[src/rtl/inst_fetch_unit.sv]
// MIPS fetch stage: owns the PC, fetches one instruction per request/response
// transaction, holds it for decode and computes the next PC at the handshake.
module inst_fetch_unit #(
  parameter logic [31:0] RESET_PC = 32'h0000_3000
) (
  input  logic        clk,
  input  logic        rst,
  output logic        IMemReq,
  output logic [31:0] IMemAddr,
  input  logic        IMemValid,
  input  logic [31:0] IMemData,
  output logic        InstValid,
  input  logic        InstReady,
  input  logic [1:0]  NPCOp,
  input  logic        BranchTaken,
  input  logic [31:0] RegTarget,
  output logic [31:0] PC,
  output logic [31:0] Instruction,
  output logic [5:0]  Opcode,
  output logic [4:0]  Rs,
  output logic [4:0]  Rt,
  output logic [4:0]  Rd,
  output logic [4:0]  Shamt,
  output logic [5:0]  Funct,
  output logic [15:0] Immediate16,
  output logic [25:0] JumpIndex,
  output logic        AddrError,
  output logic [2:0]  dbg_state
);

  // Handshakes:
  //   fetch:      IMemReq is a one-cycle pulse in REQ; the response is taken on
  //               any cycle in WAIT where IMemValid=1 (IMemValid elsewhere is ignored).
  //   downstream: a transfer happens on a rising edge where InstValid && InstReady;
  //               NPCOp/BranchTaken/RegTarget are sampled on that same edge.
  typedef enum logic [2:0] {
    IDLE  = 3'd0,
    REQ   = 3'd1,
    WAIT  = 3'd2,
    HOLD  = 3'd3,
    FAULT = 3'd4
  } state_t;

  state_t      state;
  state_t      state_nxt;
  logic        misaligned;
  logic        handshake;
  logic        resp_take;
  logic [31:0] pc4;
  logic [31:0] br_off;
  logic [31:0] next_pc;

  assign misaligned = (PC[1:0] != 2'b00);
  assign handshake  = (state == HOLD) && InstReady;
  assign resp_take  = (state == WAIT) && IMemValid;

  always_ff @(posedge clk or posedge rst) begin
    if (rst) state <= IDLE;
    else     state <= state_nxt;
  end

  always_comb begin
    state_nxt = state;
    case (state)
      IDLE:    state_nxt = REQ;
      REQ:     state_nxt = misaligned ? FAULT : WAIT;
      WAIT:    if (IMemValid) state_nxt = HOLD;
      HOLD:    if (InstReady) state_nxt = REQ;
      FAULT:   state_nxt = FAULT;
      default: state_nxt = IDLE;
    endcase
  end

  assign IMemReq   = (state == REQ) && !misaligned;
  assign IMemAddr  = PC;
  assign InstValid = (state == HOLD);
  assign AddrError = (state == FAULT);
  assign dbg_state = state;

  // Next-PC selection; register jumps pass through so a bad target faults in REQ.
  assign pc4    = PC + 32'd4;
  assign br_off = {{14{Immediate16[15]}}, Immediate16, 2'b00};

  always_comb begin
    next_pc = pc4;
    case (NPCOp)
      2'b00: next_pc = pc4;
      2'b01: next_pc = BranchTaken ? (pc4 + br_off) : pc4;
      2'b10: next_pc = {pc4[31:28], JumpIndex, 2'b00};
      2'b11: next_pc = RegTarget;
      default: next_pc = pc4;
    endcase
  end

  always_ff @(posedge clk or posedge rst) begin
    if (rst) begin
      PC          <= RESET_PC;
      Instruction <= 32'h0;
    end else begin
      if (resp_take) Instruction <= IMemData;
      if (handshake) PC          <= next_pc;
    end
  end

  assign Opcode      = Instruction[31:26];
  assign Rs          = Instruction[25:21];
  assign Rt          = Instruction[20:16];
  assign Rd          = Instruction[15:11];
  assign Shamt       = Instruction[10:6];
  assign Funct       = Instruction[5:0];
  assign Immediate16 = Instruction[15:0];
  assign JumpIndex   = Instruction[25:0];

endmodule

[config.mk]
export PLATFORM = sky130hd
export DESIGN_NAME = inst_fetch_unit
export DESIGN_NICKNAME = d
export VERILOG_FILES = /design/src/rtl/inst_fetch_unit.sv
export SDC_FILE = /design/constraint.sdc
export NUM_CORES = 1
export LEC_CHECK = 0
export ABC_AREA = 1
export CELL_PAD_IN_SITES_DETAIL_PLACEMENT = 0
export CELL_PAD_IN_SITES_GLOBAL_PLACEMENT = 2
export CORE_MARGIN = 4
export CORE_UTILIZATION = 26
export DETAILED_ROUTE_END_ITERATION = 10
export PLACE_DENSITY = 0.95
export RECOVER_POWER = 100
export SYNTH_ARGS = -nofsm -noshare
export SYNTH_HDL_FRONTEND = slang
export SYNTH_SLANG_ARGS = --single-unit
[constraint.sdc]
create_clock -name clk -period 9.1 [get_ports clk]
set_clock_uncertainty 0.15 [all_clocks]
set_input_delay 0.91 -clock clk [delete_from_list [all_inputs] [get_ports clk]]
set_output_delay 0.91 -clock clk [all_outputs]
set_load 0.02 [all_outputs]
======== After elaboration in Yosys (flattened, before gate mapping) ========
Cells that the tools add are included.
operators by class
  $add $sub $neg .......................... 2
  eq/ne operators ......................... 9
  multiplexer cells ....................... 6
  reductions and logical operators ........ 8
operators with widths
  kind                                                                      number
  32-bit case mux with 4 select lines                                       1
  32-bit by 3-bit adder with 32-bit output (second input constant)          1
  32-bit adder                                                              1
  32-bit 2-to-1 mux                                                         1
  3-bit case mux with 5 select lines                                        1
  3-bit 2-to-1 mux                                                          3
  3-bit by 2-bit == test with 1-bit output (second input constant)          2
  2-bit == test (second input constant)                                     2
  3-bit by 1-bit == test with 1-bit output (second input constant)          1
  3-bit == test (second input constant)                                     1
  1-bit logical AND                                                         3
  3-bit zero test                                                           1
  2-bit by 1-bit == test with 1-bit output (second input constant)          1
  2-bit zero test                                                           1
  2-bit by 1-bit inequality test with 1-bit output (second input constant)  1
  2-bit inequality test (second input constant)                             1
  2-bit AND reduction                                                       1
  2-bit nonzero test                                                        1
  1-bit zero test                                                           1
word-level totals
  register bits after elaboration ......... 67
  input bits .............................. 71
  logic and storage cells ................. 28

======== Depth between registers and ports, before layout ========
Gate-level depths: netlist of run 1.
  depth in word-level cells ............... 4
  mapped depth ............................ 26

======== Worst setup path before layout of run 1 ========
Ideal clock, no wire load.
  path kind ............................... reg-to-reg
  from .................................... register PC[2], in the netlist IMemAddr[2]
  to ...................................... register PC[22], in the netlist IMemAddr[22]
  arrival ................................. 2791 ps
  setup slack ............................. 6043 ps
  stages on the path, launching flop included .. 21
  path buffers ............................ 0
  cell sequence ........................... dfrtp_1 -> ha_1 -> nand2_1 -> inv_1 -> nand2_1 -> nor2_2 -> nand4_1 -> xor2_1 -> inv_1 -> ha_1 -> nand2_1 -> nor2_1 -> inv_1 -> nor3_1 -> nand4_1 -> nand4_1 -> nand3_1 -> nand2_1 -> nand2_1 -> nand2_1 -> nand2_1
on the way
  longest elaborated chain between the ends .. 4
ends and longest elaborated chain
  what                                          line  text
  start, declared                               17    output logic [31:0] PC,
  start signal, assigned                        101   if (handshake) PC <= next_pc;
  32-bit by 3-bit adder with 32-bit output (*)  81    assign pc4 = PC + 32'd4;
  32-bit adder                                  88    2'b01: next_pc = BranchTaken ? (pc4 + br_off) : pc4;
  32-bit 2-to-1 mux                             88
  32-bit case mux with 4 select lines (*)       86    case (NPCOp)
Every way passes the cells marked *; elsewhere a longest branch is shown, timed or not.
A chain may end at the register's enable or synchronous reset.

==> summary.txt, run 1 <==
drt pass-1 iters - 5
Worst VDD drop - 169 uV
Final Non-Filler Cells - 1649
Worst Setup Path Type - input pin to asynchronous set/reset pin
ant diodes - 0
R2R depth - 20
Post-DP HPWL - 23.2 mm
synthesized cell area - 0.00737 mm^2
Setup Buffers After CTS - 0
Critical Path RT - 8.51 ns
Die Y - 176 um
post-synthesis sequential area ratio - 0.228
vias per cell - 4.69
Leak - 4.78 nW
Hold Buf Count CTS - 0
DRT antenna net count - 0
Post-route DRC - 0
total track usage - 0.180
Post-Route WL - 29.0 mm
NumNets Final - 1371
Yosys top cell by area - dfrtp_1
via count - 7729
vias in the first global route - 7716
Critical Path End Type - asynchronous set/reset pin
hold path cells - 1
reg2reg setup slack - 5.09 ns
clk slew on worst S/H paths - 0.07 ns
worst-skew pair later-pin latency - 0.36 ns
TritonCTS clock tree - built
Max Slew Vio Count - 104
top_reg_cell synth - dfrtp_1
Crit path arrival time - 4.21 ns
post-cts resize count - 0
Slew headroom - -1.55
RSZ-0062 raised after global routing - false
core area - 0.0279 mm^2
GPL Wtd Cong - 0.910
initial antenna violation count - 2
Synth Register Bits - 67
dpl cells - 1633
outcome - complete, but fails checks
CTS sink count - 67
layout cells sized above 1 - 0.0763
synthesis-to-layout area growth - 32.2%
class of the worst hold path - register to register
setup_tns - 0 ns
Yosys top cell area share - 0.221
DIE AREA - 0.0311 mm^2
asr flop ratio synth - 1.00
# IOs - 247
grt ovf - 0
Area contributors post-synth - dfrtp_1 (22%), nand2_1 (17%), buf_4 (11%)
Hold Startpoint - dbg_state[2]
maximum number of pins on one net before global-route repair - 68
Avg Inst Size Synth - 6.49 um^2
CP Launch Point - rst
post-synth cell types - 50
Net Count, Synth - 1240
setup ws final - 4.31 ns
clk root buf - clkbuf_16
dpl ws - 4.53 ns
failing checks - max-capacitance violations, max-slew violations
Initial Utilization - 0.265
worst-path maximum fanout - 67
H-Tree Depth - 3
drt first-iter violations - 508
TritonCTS Buffers - 9
PD cells - 405 mW/mm^2
Site Rows - 61
final worst path period need - 4.79 ns
Post-synth EDFFs - 0
I/O Buffers - 246
crit path launch type - input pin
final setup vio count - 0
max cap viols - 2
clk buf depth - 2
final hold vios - 0
Worst Max-Slew Pin Slew - 3.83 ns
Reg-to-Reg Start - IMemAddr[2]
cells after synthesis - 1135
Fmax achieved - 0.209 GHz
first-pass GRT wire length - 43.6 mm
synth warn - 0
crit share post-route - 0.527
DR WL/cell - 17.6 um
die width - 176 um
metal layers:
metal,vias to the layer above,GRT usage,share of wire
met5,-,0,0.00072
met4,4,0.0335,0.012
met3,25,0.0358,0.062
met2,322,0.300,0.47
met1,3573,0.246,0.46
li1,3805,-,-
path summary, 6_finish.rpt:
check | to
max reg2reg | IMemAddr[21]
min | dbg_state[0]
max in group clk | IMemAddr[5]
min in group asynchronous | Instruction[1]
max | Instruction[15]
min reg2reg | dbg_state[0]
final cells by class:
class	count	area, um^2
multi-input cells	782	4200
repair buffers	251	2500
clock buffers	9	225
well taps	378	473
fillers	3023	18100
inverters	155	582
clock inverters	7	81.3
flip-flops and latches	67	1680
layout by cell type, fill, tap and decap left out, types with 29 or more instances in the layout:
cell type,synthesis,layout
dlygate4sd3_1,0,180
o21ai_0,42,47
nand3_1,76,76
inv_1,146,145
clkdlybuf4s50_1,0,66
nand2_1,330,330
nor2_1,85,86
a21oi_1,60,60
mux2_2,29,29
ha_1,33,33
dfrtp_1,65,65
cells by family (layout without fill, tap and decap cells):
kind of cell    count (synthesis)  in the layout  synth area share
mux                            29             29            0.0443
xor+xnor                       19             19            0.0236
flops                          67             67             0.228
buf+inv                       286            422             0.201
compound gates                146            146             0.116
simple gates                  554            554             0.329
fa+ha+maj                      34             34            0.0587
through the flow:
stage / hold slack, ns / area [um^2] / total power, W / utilization
after global placement: 0.356 / 9450 / 0.00371 / 0.339
after global routing: 0.408 / 9740 / 0.00427 / 0.350
after floorplan: 0.387 / 7370 / 0.00274 / -
final: 0.375 / 9740 / 0.00394 / 0.350
after CTS: 0.378 / 9750 / 0.00412 / 0.350
after detailed placement: 0.368 / 9450 / 0.00372 / 0.339
report_power, final:
part	switching [W]	internal [W]
Sequential	0.000282	0.000442
Combinational	0.00175	0.00109
Clock	0.000157	0.000217
flip-flops by register name (all words and copies together), names as in the netlist:
| name | cells |
|---|---|
| IMemAddr | 32 |
| Instruction | 32 |
| dbg_state | 3 |
cell usage after synthesis, types with 2 or more instances:
master	n
a211oi_1	2
a21o_1	2
a21oi_1	60
a221oi_1	14
a31oi_1	2
and2_1	2
buf_1	4
buf_2	7
buf_4	106
clkbuf_1	14
dfrtp_1	65
dfstp_2	2
ha_1	33
inv_1	146
inv_2	9
mux2_2	29
nand2_1	330
nand2_2	9
nand3_1	76
nand4_1	11
nor2_1	85
nor2_2	9
nor2_4	2
nor2_8	2
nor3_1	9
nor3_2	9
o211ai_1	4
o21ai_0	42
o21ai_1	6
o21bai_1	4
o221ai_1	3
o22ai_1	2
or2_1	2
xor2_1	17
critical path: stages:
cell,delay (ns)
dlygate4sd3_1,0.53
clkinv_1,0.04
clkbuf_1,2.67
Power figures use the tool's default switching activity.
==> inputs of run 2 (changes only) <==
--- a/config.mk
+++ b/config.mk
@@ -9,9 +9,9 @@
 export CELL_PAD_IN_SITES_DETAIL_PLACEMENT = 0
 export CELL_PAD_IN_SITES_GLOBAL_PLACEMENT = 2
 export CORE_MARGIN = 4
-export CORE_UTILIZATION = 26
+export CORE_UTILIZATION = 24
 export DETAILED_ROUTE_END_ITERATION = 10
-export PLACE_DENSITY = 0.95
+export PLACE_DENSITY = 0.91
 export RECOVER_POWER = 100
 export SYNTH_ARGS = -nofsm -noshare
 export SYNTH_HDL_FRONTEND = slang
==> constraint.sdc (replaced) <==
create_clock -name clk -period 4.9 [get_ports clk]
set_clock_uncertainty 0.15 [all_clocks]
set_input_delay 0.49 -clock clk [delete_from_list [all_inputs] [get_ports clk]]
set_output_delay 0.49 -clock clk [all_outputs]
set_load 0.02 [all_outputs]
==> summary.txt, run 2 (synthesized netlist as in run 1, its figures left out) <==
outcome - complete, but fails checks
failing checks - max-capacitance violations, max-slew violations
Slew headroom - -0.218
drt first-iter violations - 486
layout cells sized above 1 - 0.0754
Worst Max-Slew Pin Slew - 1.83 ns
clk buf depth - 2
vias in the first global route - 7890
maximum number of pins on one net before global-route repair - 39
Max Slew Vio Count - 106
DR WL/cell - 18.4 um
most common cell after layout, fill and taps aside - nand2_1
drt pass-1 iters - 5
class of the worst hold path - register to register
worst-path maximum fanout - 7
CTS sink count - 67
Clock Power Share - 0.097
# fillers - 3248
die width - 183 um
TritonCTS clock tree - built
RSZ-0062 raised after global routing - false
final hold vios - 0
I/O Buffers - 246
switching part of the total - 0.559
crit share post-route - 0.861
DIE AREA - 0.0336 mm^2
final worst path period need - 4.22 ns
Crit path arrival time - 4.30 ns
# IOs - 247
Leak - 4.79 nW
NumNets Final - 1374
Int Pwr - 0.00326 W
Setup Buffers After CTS - 0
clk root buf - clkbuf_16
Post-route DRC - 0
final setup vio count - 0
multi-input logic area - 0.00420 mm^2
initial antenna violation count - 2
Reg power frac - 0.179
core area - 0.0300 mm^2
DP Area - 0.00949 mm^2
Post-Route WL - 30.6 mm
Comb power frac - 0.724
Post-DP HPWL - 24.6 mm
max cap viols - 3
register area - 0.00168 mm^2
synthesis-to-layout area growth - 32.5%
crit path launch type - register
total track usage - 0.179
Net Switching - 0.00412 W
most frequent cells in the layout - nand2_1 (330), dlygate4sd3_1 (178), inv_1 (147)
Site Rows - 63
first-pass GRT wire length - 46.6 mm
post-cts resize count - 0
Hold Buf Count CTS - 0
vias per cell - 4.66
Initial Utilization - 0.246
Worst Setup Path Type - register to register
Die Y - 183 um
GPL Wtd Cong - 0.927
setup_tns - 0 ns
Critical Path End Type - register
worst-skew pair later-pin latency - 0.35 ns
grt ovf - 0
DRT antenna net count - 0
ant diodes - 0
Critical Path RT - 4.98 ns
clk slew on worst S/H paths - 0.07 ns
Post-Layout Inst Area - 0.00977 mm^2
Worst VDD drop - 363 uV
H-Tree Depth - 3
TritonCTS Buffers - 9
PD cells - 756 mW/mm^2
via count - 7757
Fmax achieved - 0.237 GHz
==> run 2: changes by cell type in the layout (fill, tap and decap cells not counted), moves of 2 or more <==
cell | previous run | this run
clkbuf_1 | 1 | 3
clkdlybuf4s50_1 | 66 | 68
dlygate4sd3_1 | 180 | 178
inv_1 | 145 | 147
o21ai_0 | 47 | 45
o21ai_1 | 1 | 3
==> run 2: power by group through the flow <==
stage | clock network (W) | logic (W) | registers (W)
CTS | 0.000728 | 0.00563 | 0.00137
global route | 0.000751 | 0.00588 | 0.00139
floorplan | 0 | 0.00359 | 0.00149
detailed placement | 0 | 0.00558 | 0.00137
finish | 0.000717 | 0.00534 | 0.00132
global placement | 0 | 0.00561 | 0.00136
==> run 2: area by class of cell <==
cell class / instances / share of cell area
Timing Repair Buffer: 254 / 0.257
Sequential cell: 67 / 0.172
Multi-Input combinational cell: 782 / 0.430
Clock inverter: 7 / 0.00833
Tap cell: 390 / 0.0500
Clock buffer: 9 / 0.0231
Inverter: 155 / 0.0596
==> run 2: per-layer routing <==
layer,routed length [um],track usage
met5,13,0
met4,582,0.0387
met3,1780,0.0367
met2,14300,0.294
met1,13900,0.245
==> run 2: final timing paths <==
kind | cells after the start | from | to | slack (ns)
min reg2reg | 1 | dbg_state[0] | dbg_state[0] | 0.37
max reg2reg | 20 | IMemAddr[2] | IMemAddr[22] | 0.68
max in group asynchronous | 3 | rst | IMemAddr[30] | 1.29
min in group asynchronous | 2 | rst | dbg_state[0] | 0.90
max | 20 | IMemAddr[2] | IMemAddr[22] | 0.68
min | 1 | dbg_state[0] | dbg_state[0] | 0.37
==> run 2: per-stage QoR <==
| stage | util | cells | total power, W | hold slack, ns | setup WS [ns] |
|---|---|---|---|---|---|
| 6_report | 0.326 | 1664 | 0.00738 | 0.365 | 0.679 |
| 5_1_grt | 0.326 | 1664 | 0.00803 | 0.395 | 0.340 |
| 4_1_cts | 0.327 | 1664 | 0.00772 | 0.375 | 0.830 |
| 3_5_place_dp | 0.317 | 1648 | 0.00696 | 0.366 | 0.872 |
| 3_3_place_gp | 0.317 | 1648 | 0.00697 | 0.362 | 0.825 |
| 2_1_floorplan | - | 1135 | 0.00508 | 0.387 | 1.84 |
==> run 2: critical path, stage by stage (launching register included) <==
cell and delay (ns):
dfrtp_1 0.53, ha_1 0.25, nand2_1 0.08, inv_1 0.12, nand2_1 0.10, nor2_1 0.43, nand4_1 0.17, xor2_1 0.33
inv_1 0.11, ha_1 0.38, nand2_1 0.14, nor2_1 0.19, inv_1 0.11, nor3_1 0.24, nand4_1 0.24, nand4_1 0.14
nand3_1 0.13, nand2_1 0.10, nand2_1 0.05, nand2_1 0.06, nand2_1 0.05
==> inputs of run 3 (changes only) <==
--- a/config.mk
+++ b/config.mk
@@ -13,6 +13,7 @@
 export DETAILED_ROUTE_END_ITERATION = 10
 export PLACE_DENSITY = 0.91
 export RECOVER_POWER = 100
+export SKIP_CTS_REPAIR_TIMING = 1
 export SYNTH_ARGS = -nofsm -noshare
 export SYNTH_HDL_FRONTEND = slang
 export SYNTH_SLANG_ARGS = --single-unit
==> results of run 3 <==
No change in the layout: final DEF, timing and power equal those of run 2.
